File: src/rtl/vga_scope_pkg.sv
// vga_scope_pkg
//   Shared definitions for the scope raster engine: default 640x480@60 timing,
//   RGB444 pixel type, per-channel trace colours, graticule colour and the
//   counter width helper used to size h/v counters and the divider.
package vga_scope_pkg;

   localparam int unsigned DEF_H_VISIBLE = 640;
   localparam int unsigned DEF_H_FP      = 16;
   localparam int unsigned DEF_H_SYNC    = 96;
   localparam int unsigned DEF_H_BP      = 48;
   localparam int unsigned DEF_V_VISIBLE = 480;
   localparam int unsigned DEF_V_FP      = 10;
   localparam int unsigned DEF_V_SYNC    = 2;
   localparam int unsigned DEF_V_BP      = 33;

   typedef struct packed {
      logic [3:0] r;
      logic [3:0] g;
      logic [3:0] b;
   } rgb_t;

   localparam rgb_t GRID_RGB = '{r: 4'h4, g: 4'h4, b: 4'h4};

   // Bits needed to hold 0..n-1 (at least one bit).
   function automatic int unsigned cnt_w(input int unsigned n);
      return (n < 2) ? 1 : $clog2(n);
   endfunction

   // Trace colour for channel k (0..3).
   function automatic rgb_t ch_rgb(input int unsigned k);
      case (k)
         0:       return '{r: 4'hF, g: 4'hF, b: 4'h0};
         1:       return '{r: 4'h0, g: 4'hF, b: 4'hF};
         2:       return '{r: 4'hF, g: 4'h0, b: 4'hF};
         default: return '{r: 4'h0, g: 4'hF, b: 4'h0};
      endcase
   endfunction

endpackage

File: src/rtl/vga_scope_raster_timing.sv
// vga_timing_core
//   Pixel-rate clock-enable divider and free-running h/v raster counters with
//   raw (undelayed, polarity-free) sync and blank flags.
//   Ports: clk, reset (async, active-high) | pix_ce: one clk per pixel |
//          h_count/v_count: raster position | hs_act/vs_act: inside sync pulse |
//          blank_raw: outside the visible area.
module vga_timing_core
   import vga_scope_pkg::*;
#(
   parameter int unsigned H_VISIBLE = DEF_H_VISIBLE,
   parameter int unsigned H_FP      = DEF_H_FP,
   parameter int unsigned H_SYNC    = DEF_H_SYNC,
   parameter int unsigned H_BP      = DEF_H_BP,
   parameter int unsigned V_VISIBLE = DEF_V_VISIBLE,
   parameter int unsigned V_FP      = DEF_V_FP,
   parameter int unsigned V_SYNC    = DEF_V_SYNC,
   parameter int unsigned V_BP      = DEF_V_BP,
   parameter int unsigned CLK_DIV   = 2,
   parameter int unsigned HW        = cnt_w(H_VISIBLE + H_FP + H_SYNC + H_BP),
   parameter int unsigned VW        = cnt_w(V_VISIBLE + V_FP + V_SYNC + V_BP)
)(
   input  logic          clk,
   input  logic          reset,
   output logic          pix_ce,
   output logic [HW-1:0] h_count,
   output logic [VW-1:0] v_count,
   output logic          hs_act,
   output logic          vs_act,
   output logic          blank_raw
);

   localparam int unsigned H_TOTAL = H_VISIBLE + H_FP + H_SYNC + H_BP;
   localparam int unsigned V_TOTAL = V_VISIBLE + V_FP + V_SYNC + V_BP;
   localparam int unsigned DW      = cnt_w(CLK_DIV);
   localparam logic [DW-1:0] DIV_LAST = DW'(CLK_DIV - 1);
   localparam logic [HW-1:0] H_LAST   = HW'(H_TOTAL - 1);
   localparam logic [VW-1:0] V_LAST   = VW'(V_TOTAL - 1);

   logic [DW-1:0] div;

   // With CLK_DIV == 1 div stays 0 and pix_ce is permanently high.
   assign pix_ce = (div == DIV_LAST);

   always_ff @(posedge clk or posedge reset) begin
      if (reset)       div <= '0;
      else if (pix_ce) div <= '0;
      else             div <= div + DW'(1);
   end

   always_ff @(posedge clk or posedge reset) begin
      if (reset) begin
         h_count <= '0;
         v_count <= '0;
      end else if (pix_ce) begin
         if (h_count == H_LAST) begin
            h_count <= '0;
            v_count <= (v_count == V_LAST) ? '0 : v_count + VW'(1);
         end else begin
            h_count <= h_count + HW'(1);
         end
      end
   end

   assign hs_act    = (32'(h_count) >= H_VISIBLE + H_FP) &&
                      (32'(h_count) <  H_VISIBLE + H_FP + H_SYNC);
   assign vs_act    = (32'(v_count) >= V_VISIBLE + V_FP) &&
                      (32'(v_count) <  V_VISIBLE + V_FP + V_SYNC);
   assign blank_raw = (32'(h_count) >= H_VISIBLE) || (32'(v_count) >= V_VISIBLE);

endmodule

File: src/rtl/vga_scope_raster.sv
// vga_scope_raster
//   VGA raster engine for the scope display. Raster position is delayed
//   FETCH_LAT pixel ticks to line up with sample RAM data, then the pixel
//   colour (traces over optional graticule) is registered one more tick.
//   Ports: clk, reset (async, active-high) | ch_en, grid_en: per-pixel draw
//          controls | sample_x -> RAM column, sample_data <- NUM_CH samples |
//          hsync/vsync/blank/red_out/green_out/blue_out: DAC side |
//          frame_start: 1-clk pulse with pixel (0,0) | h_count/v_count: raw
//          raster counters.
module vga_scope_raster
   import vga_scope_pkg::*;
#(
   parameter int unsigned H_VISIBLE = DEF_H_VISIBLE,
   parameter int unsigned H_FP      = DEF_H_FP,
   parameter int unsigned H_SYNC    = DEF_H_SYNC,
   parameter int unsigned H_BP      = DEF_H_BP,
   parameter int unsigned V_VISIBLE = DEF_V_VISIBLE,
   parameter int unsigned V_FP      = DEF_V_FP,
   parameter int unsigned V_SYNC    = DEF_V_SYNC,
   parameter int unsigned V_BP      = DEF_V_BP,
   parameter bit          HSYNC_POL = 1'b0,
   parameter bit          VSYNC_POL = 1'b0,
   parameter int unsigned CLK_DIV   = 2,
   parameter int unsigned NUM_CH    = 2,
   parameter int unsigned SAMPLE_W  = 9,
   parameter int unsigned FETCH_LAT = 2,
   parameter int unsigned GRID_STEP = 64
)(
   input  logic                                                 clk,
   input  logic                                                 reset,
   input  logic [NUM_CH-1:0]                                    ch_en,
   input  logic                                                 grid_en,
   output logic [cnt_w(H_VISIBLE+H_FP+H_SYNC+H_BP)-1:0]         sample_x,
   input  logic [NUM_CH*SAMPLE_W-1:0]                           sample_data,
   output logic                                                 hsync,
   output logic                                                 vsync,
   output logic                                                 blank,
   output logic [3:0]                                           red_out,
   output logic [3:0]                                           green_out,
   output logic [3:0]                                           blue_out,
   output logic                                                 frame_start,
   output logic [cnt_w(H_VISIBLE+H_FP+H_SYNC+H_BP)-1:0]         h_count,
   output logic [cnt_w(V_VISIBLE+V_FP+V_SYNC+V_BP)-1:0]         v_count
);

   localparam int unsigned HW = cnt_w(H_VISIBLE + H_FP + H_SYNC + H_BP);
   localparam int unsigned VW = cnt_w(V_VISIBLE + V_FP + V_SYNC + V_BP);

   typedef struct packed {
      logic          valid;
      logic [HW-1:0] x;
      logic [VW-1:0] y;
      logic          hs;
      logic          vs;
      logic          blank;
   } tap_t;

   // valid keeps the reset-filled (0,0) entries from raising frame_start.
   localparam tap_t TAP_RST = '{valid: 1'b0, x: '0, y: '0, hs: 1'b0, vs: 1'b0, blank: 1'b1};

   logic pix_ce, hs_act, vs_act, blank_raw;
   tap_t stage0, tap;
   tap_t pipe [FETCH_LAT];
   rgb_t pix_rgb;
   logic hit;
   int unsigned row, samp;

   vga_timing_core #(
      .H_VISIBLE (H_VISIBLE),
      .H_FP      (H_FP),
      .H_SYNC    (H_SYNC),
      .H_BP      (H_BP),
      .V_VISIBLE (V_VISIBLE),
      .V_FP      (V_FP),
      .V_SYNC    (V_SYNC),
      .V_BP      (V_BP),
      .CLK_DIV   (CLK_DIV),
      .HW        (HW),
      .VW        (VW)
   ) u_timing (
      .clk       (clk),
      .reset     (reset),
      .pix_ce    (pix_ce),
      .h_count   (h_count),
      .v_count   (v_count),
      .hs_act    (hs_act),
      .vs_act    (vs_act),
      .blank_raw (blank_raw)
   );

   assign sample_x = h_count;
   assign stage0   = '{valid: 1'b1, x: h_count, y: v_count, hs: hs_act, vs: vs_act, blank: blank_raw};
   assign tap      = pipe[FETCH_LAT-1];

   always_ff @(posedge clk or posedge reset) begin
      if (reset) begin
         for (int unsigned i = 0; i < FETCH_LAT; i++) pipe[i] <= TAP_RST;
      end else if (pix_ce) begin
         pipe[0] <= stage0;
         for (int unsigned i = 1; i < FETCH_LAT; i++) pipe[i] <= pipe[i-1];
      end
   end

   // Screen row 0 is the top line, sample value 0 the bottom one.
   always_comb begin
      pix_rgb = '0;
      hit     = 1'b0;
      samp    = 0;
      row     = V_VISIBLE - 1 - 32'(tap.y);
      for (int unsigned k = 0; k < NUM_CH; k++) begin
         samp = 32'(sample_data[k*SAMPLE_W +: SAMPLE_W]);
         if (!hit && ch_en[k] && samp < V_VISIBLE && samp == row) begin
            hit     = 1'b1;
            pix_rgb = ch_rgb(k);
         end
      end
      if (!hit && grid_en &&
          (((32'(tap.x) & (GRID_STEP - 1)) == 0) || ((32'(tap.y) & (GRID_STEP - 1)) == 0) ||
           (32'(tap.x) == H_VISIBLE - 1) || (32'(tap.y) == V_VISIBLE - 1)))
         pix_rgb = GRID_RGB;
      if (tap.blank) pix_rgb = '0;
   end

   always_ff @(posedge clk or posedge reset) begin
      if (reset) begin
         hsync       <= ~HSYNC_POL;
         vsync       <= ~VSYNC_POL;
         blank       <= 1'b1;
         red_out     <= '0;
         green_out   <= '0;
         blue_out    <= '0;
         frame_start <= 1'b0;
      end else begin
         // Outputs only change on pix_ce, so gating with it yields a single-clk pulse.
         frame_start <= pix_ce && tap.valid && (tap.x == '0) && (tap.y == '0);
         if (pix_ce) begin
            hsync                           <= tap.hs ? HSYNC_POL : ~HSYNC_POL;
            vsync                           <= tap.vs ? VSYNC_POL : ~VSYNC_POL;
            blank                           <= tap.blank;
            {red_out, green_out, blue_out}  <= pix_rgb;
         end
      end
   end

endmodule

File: config.mk
export PLATFORM = sky130hd
export DESIGN_NAME = vga_scope_raster
export DESIGN_NICKNAME = d
export VERILOG_FILES = /design/src/rtl/vga_scope_pkg.sv /design/src/rtl/vga_scope_raster_timing.sv /design/src/rtl/vga_scope_raster.sv
export SDC_FILE = /design/constraint.sdc
export NUM_CORES = 1
export LEC_CHECK = 0
export CELL_PAD_IN_SITES_DETAIL_PLACEMENT = 1
export CELL_PAD_IN_SITES_GLOBAL_PLACEMENT = 2
export CORE_MARGIN = 3
export CORE_UTILIZATION = 37
export DETAILED_ROUTE_END_ITERATION = 8
export PLACE_DENSITY = 0.95
export SYNTH_ARGS = -nofsm -noshare
export SYNTH_HDL_FRONTEND = slang
export SYNTH_SLANG_ARGS = --single-unit
File: constraint.sdc
create_clock -name clk -period 4.5 [get_ports clk]
set_input_delay 0.675 -clock clk [delete_from_list [all_inputs] [get_ports clk]]
set_output_delay 0.675 -clock clk [all_outputs]
set_load 0.01 [all_outputs]
==> qor.csv <==
stage;metric;value;unit
logic_synthesis;prevailing post-synth register cell;dfrtp_1;
placed_design;Placed Area;4500;µm²
final_layout;layout cells sized above 1;19.8;%
critical_path;Critical Path End Type;flip-flop;
timing;worst-margin pin slew;753;ps
placed_design;IO buf count;68;
final_layout;Area Overhead vs Synth;23.3;%
floorplan;die height;107;µm
logic_synthesis;post-synthesis cell area;3810;µm²
cts;clock buffer count from CTS;9;
global_routing;Global Route Usage Sum;16.8;%
logic_synthesis;Seq cells post-synth;79;
timing;final worst setup slack;1900;ps
logic_synthesis;Synth area leaders;dfrtp_1, mux2_2, dfstp_2;
detailed_routing;Routed Antenna Nets;0;
floorplan;Die ar.;11600;µm²
floorplan;IO Count;69;
timing;Fin Setup TNS;0;ps
logic_synthesis;Yosys cell types;46;
logic_synthesis;Post-synth EDFFs;0;
floorplan;Die X;107;µm
cts;clock sink count;79;
timing;fmax;384;MHz
critical_path;CP arrival;2850;ps
timing;final setup fails;0;
cts;# hold bufs at CTS;0;
placed_design;Placement Setup Slack;1540;ps
cts;post-CTS setup buffers;0;
critical_path;CP required;4740;ps
global_routing;initial antenna violation count;0;
final_layout;final net count;413;
timing;min Tclk post-route;2600;ps
critical_path;CP Max Fanout;6;
cts;root buffer cell;clkbuf_8;
logic_synthesis;YS warnings;0;
detailed_routing;DR vias/cell;5.23;
floorplan;Initial Util;38.5;%
outcome;status;finished, final reports clean;
critical_path;critical path's slowest cell;or4_4;
power;total leakage power;2.02;nW
worst_hold_path;min-delay src;pipe[1];
detailed_routing;wire per inst;17.6;µm
cts;clock latency on the worst-skew pair;350;ps
global_routing;global-route congestion overflow total;0;
cts;TritonCTS clock tree;yes;
final_layout;Design Area, Final;4700;µm²
placed_design;Detail Placement HPWL;6700;µm
timing;Max transition margin;49.2;%
logic_synthesis;Mapped Nets;360;
global_routing;largest net degree at the start of global routing;52;
power;worst vdd ir;0.000157;V
placed_design;final estimated routing congestion in global placement;0.781;
detailed_routing;Via Count;2732;
global_routing;vias in the first global route;2977;
timing;clock skew;11.0;ps
final_layout;fill count;1097;
power;PwrDens;274;nW/µm²
timing;RSZ-0062 raised after global routing;no;
logic_synthesis;sequential area share after synthesis;52.0;%
cts;# H-tree levels;3;
detailed_routing;drt first-iter violations;127;
run;Max-cap violations;0;
critical_path;Worst Setup Start Kind;input port;
worst_hold_path;type of the tightest min-delay check;flip-flop to flip-flop;
floorplan;FP Rows;36;
detailed_routing;1st-pass router iterations;4;
timing;period utilization;57.9;%
detailed_routing;total routed wirelength;9170;µm
global_routing;global-route wire length before repair;15400;µm
detailed_routing;drt drc;0;
logic_synthesis;Async SR Flop Fraction;100;%
cts;Clock Tree Buf Depth;2;
logic_synthesis;largest area contributor in the netlist;dfrtp_1;
cts;post-CTS sizing;0;
floorplan;Core Region;9910;µm²
cts;clock input transition at the sequential cells of the worst setup and hold paths;90;ps
logic_synthesis;Syn Inst Count;331;
critical_path;CP startpoint;sample_data[8];
logic_synthesis;leading cell type by number of instances after synthesis;dfrtp_1;
logic_synthesis;top cell type's share of synthesized area;48.6;%
critical_path;Crit Path Class;input port to flip-flop;
final_layout;Core Util, Final;47.4;%
critical_path;FF-to-FF Start;pipe[8];
critical_path;critical path, cell by cell;clkdlybuf4s50_1 -> xor2_2 -> and3_1 -> or4_4 -> a211oi_4 -> nor2b_2 -> a221o_1;
timing;Final Hold Violating Endpoints;0;
final_layout;Ant. Diodes;0;
logic_synthesis;Post-synth top cells;dfrtp_1, mux2_2, nand2_1, nor2_1, buf_4;
logic_synthesis;syn_area_per_cell;11.5;µm²
critical_path;CP max stage delay;490;ps
timing;fin. max-slew vios;0;
==> power by group <==
group | internal, mW | switching, mW | total (mW) | leakage, nW
clock | 0.259 | 0.266 | 0.526 | 0.0891
combinational | 0.0263 | 0.0259 | 0.0523 | 0.906
sequential | 0.711 | 0.000802 | 0.712 | 1.02
total | 0.996 | 0.293 | 1.29 | 2.02
==> flip-flops by register name (all words and copies together) (netlist names) <==
signal,flops
green_out,2
blue_out,2
frame_start,1
hsync,1
red_out,2
u_timing.pix_ce,1
pipe,48
u_timing.v_count,10
blank,1
u_timing.h_count,10
vsync,1
==> cell type report <==
cell class                      instances  area (µm²)  share of cell area, %
Clock buffer                           10         128                   2.72
Inverter                               11        41.3                  0.879
Clock inverter                          6        70.1                   1.49
Multi-Input combinational cell        213        1610                   34.3
Timing Repair Buffer                   70         696                   14.8
Sequential cell                        79        1980                   42.2
Tap cell                              133         166                   3.54
==> routing by layer <==
layer / vias to the layer above / part of all wire [%] / global-route usage [%]
li1: 1254 / - / -
met1: 1391 / 45 / 21.6
met2: 75 / 49 / 27.3
met3: 12 / 4.4 / 3.84
met4: 0 / 1.7 / 7.03
met5: - / 0 / 0
==> per-stage QoR <==
step,hold slack [ps],cells,power (mW)
4_1_cts,434,522,1.31
6_report,427,522,1.29
3_5_place_dp,421,506,0.779
5_1_grt,449,522,1.34
2_1_floorplan,387,331,0.748
3_3_place_gp,397,506,0.777
==> path summary, 6_finish.rpt <==
check,cells past startpoint,end,slack (ps)
min reg2reg,1,vsync,430
max in group asynchronous,3,u_timing.h_count[1],2720
min,1,vsync,430
min in group asynchronous,2,green_out[1],710
max,7,blue_out[2],1900
max reg2reg,6,blue_out[2],2040
==> cells by family after synthesis <==
kind of cell	share of synthesized area (%)
flip-flops	52.0
buffers and inverters	5.61
XOR/XNOR	7.09
AND/OR/NAND/NOR	13.4
adder cells (fa/ha/maj)	1.97
AO/OA/AOI/OAI	6.89
multiplexers	13.0
==> worst max-delay path: cells and delay by family <==
| kind | cells | cell delay [ps] |
|---|---|---|
| AND/OR/NAND/NOR | 3 | 780 |
| XOR/XNOR | 1 | 210 |
| buffers and inverters | 1 | 470 |
| AO/OA/AOI/OAI | 2 | 700 |
==> cell usage in the layout, fill, tap and decap left out, types with 2 or more instances in the layout <==
cell,n
nand2b_1,3
xnor2_1,14
clkbuf_8,9
buf_4,2
nor2_1,20
inv_1,10
mux2_2,43
a21oi_1,5
nand4_1,14
nor3_1,7
a31oi_1,2
clkinvlp_4,3
nand3_1,9
dfrtp_1,73
or2_2,2
nor2b_1,2
nand2_1,23
nor4b_1,2
a21o_1,2
o21ai_0,12
a22o_1,2
ha_1,6
clkdlybuf4s50_1,68
nand4b_1,2
dfstp_2,5
xor2_1,15
o31ai_1,4
nor4_1,4
a221o_1,2
No activity file was read; power rests on OpenSTA's default activity.
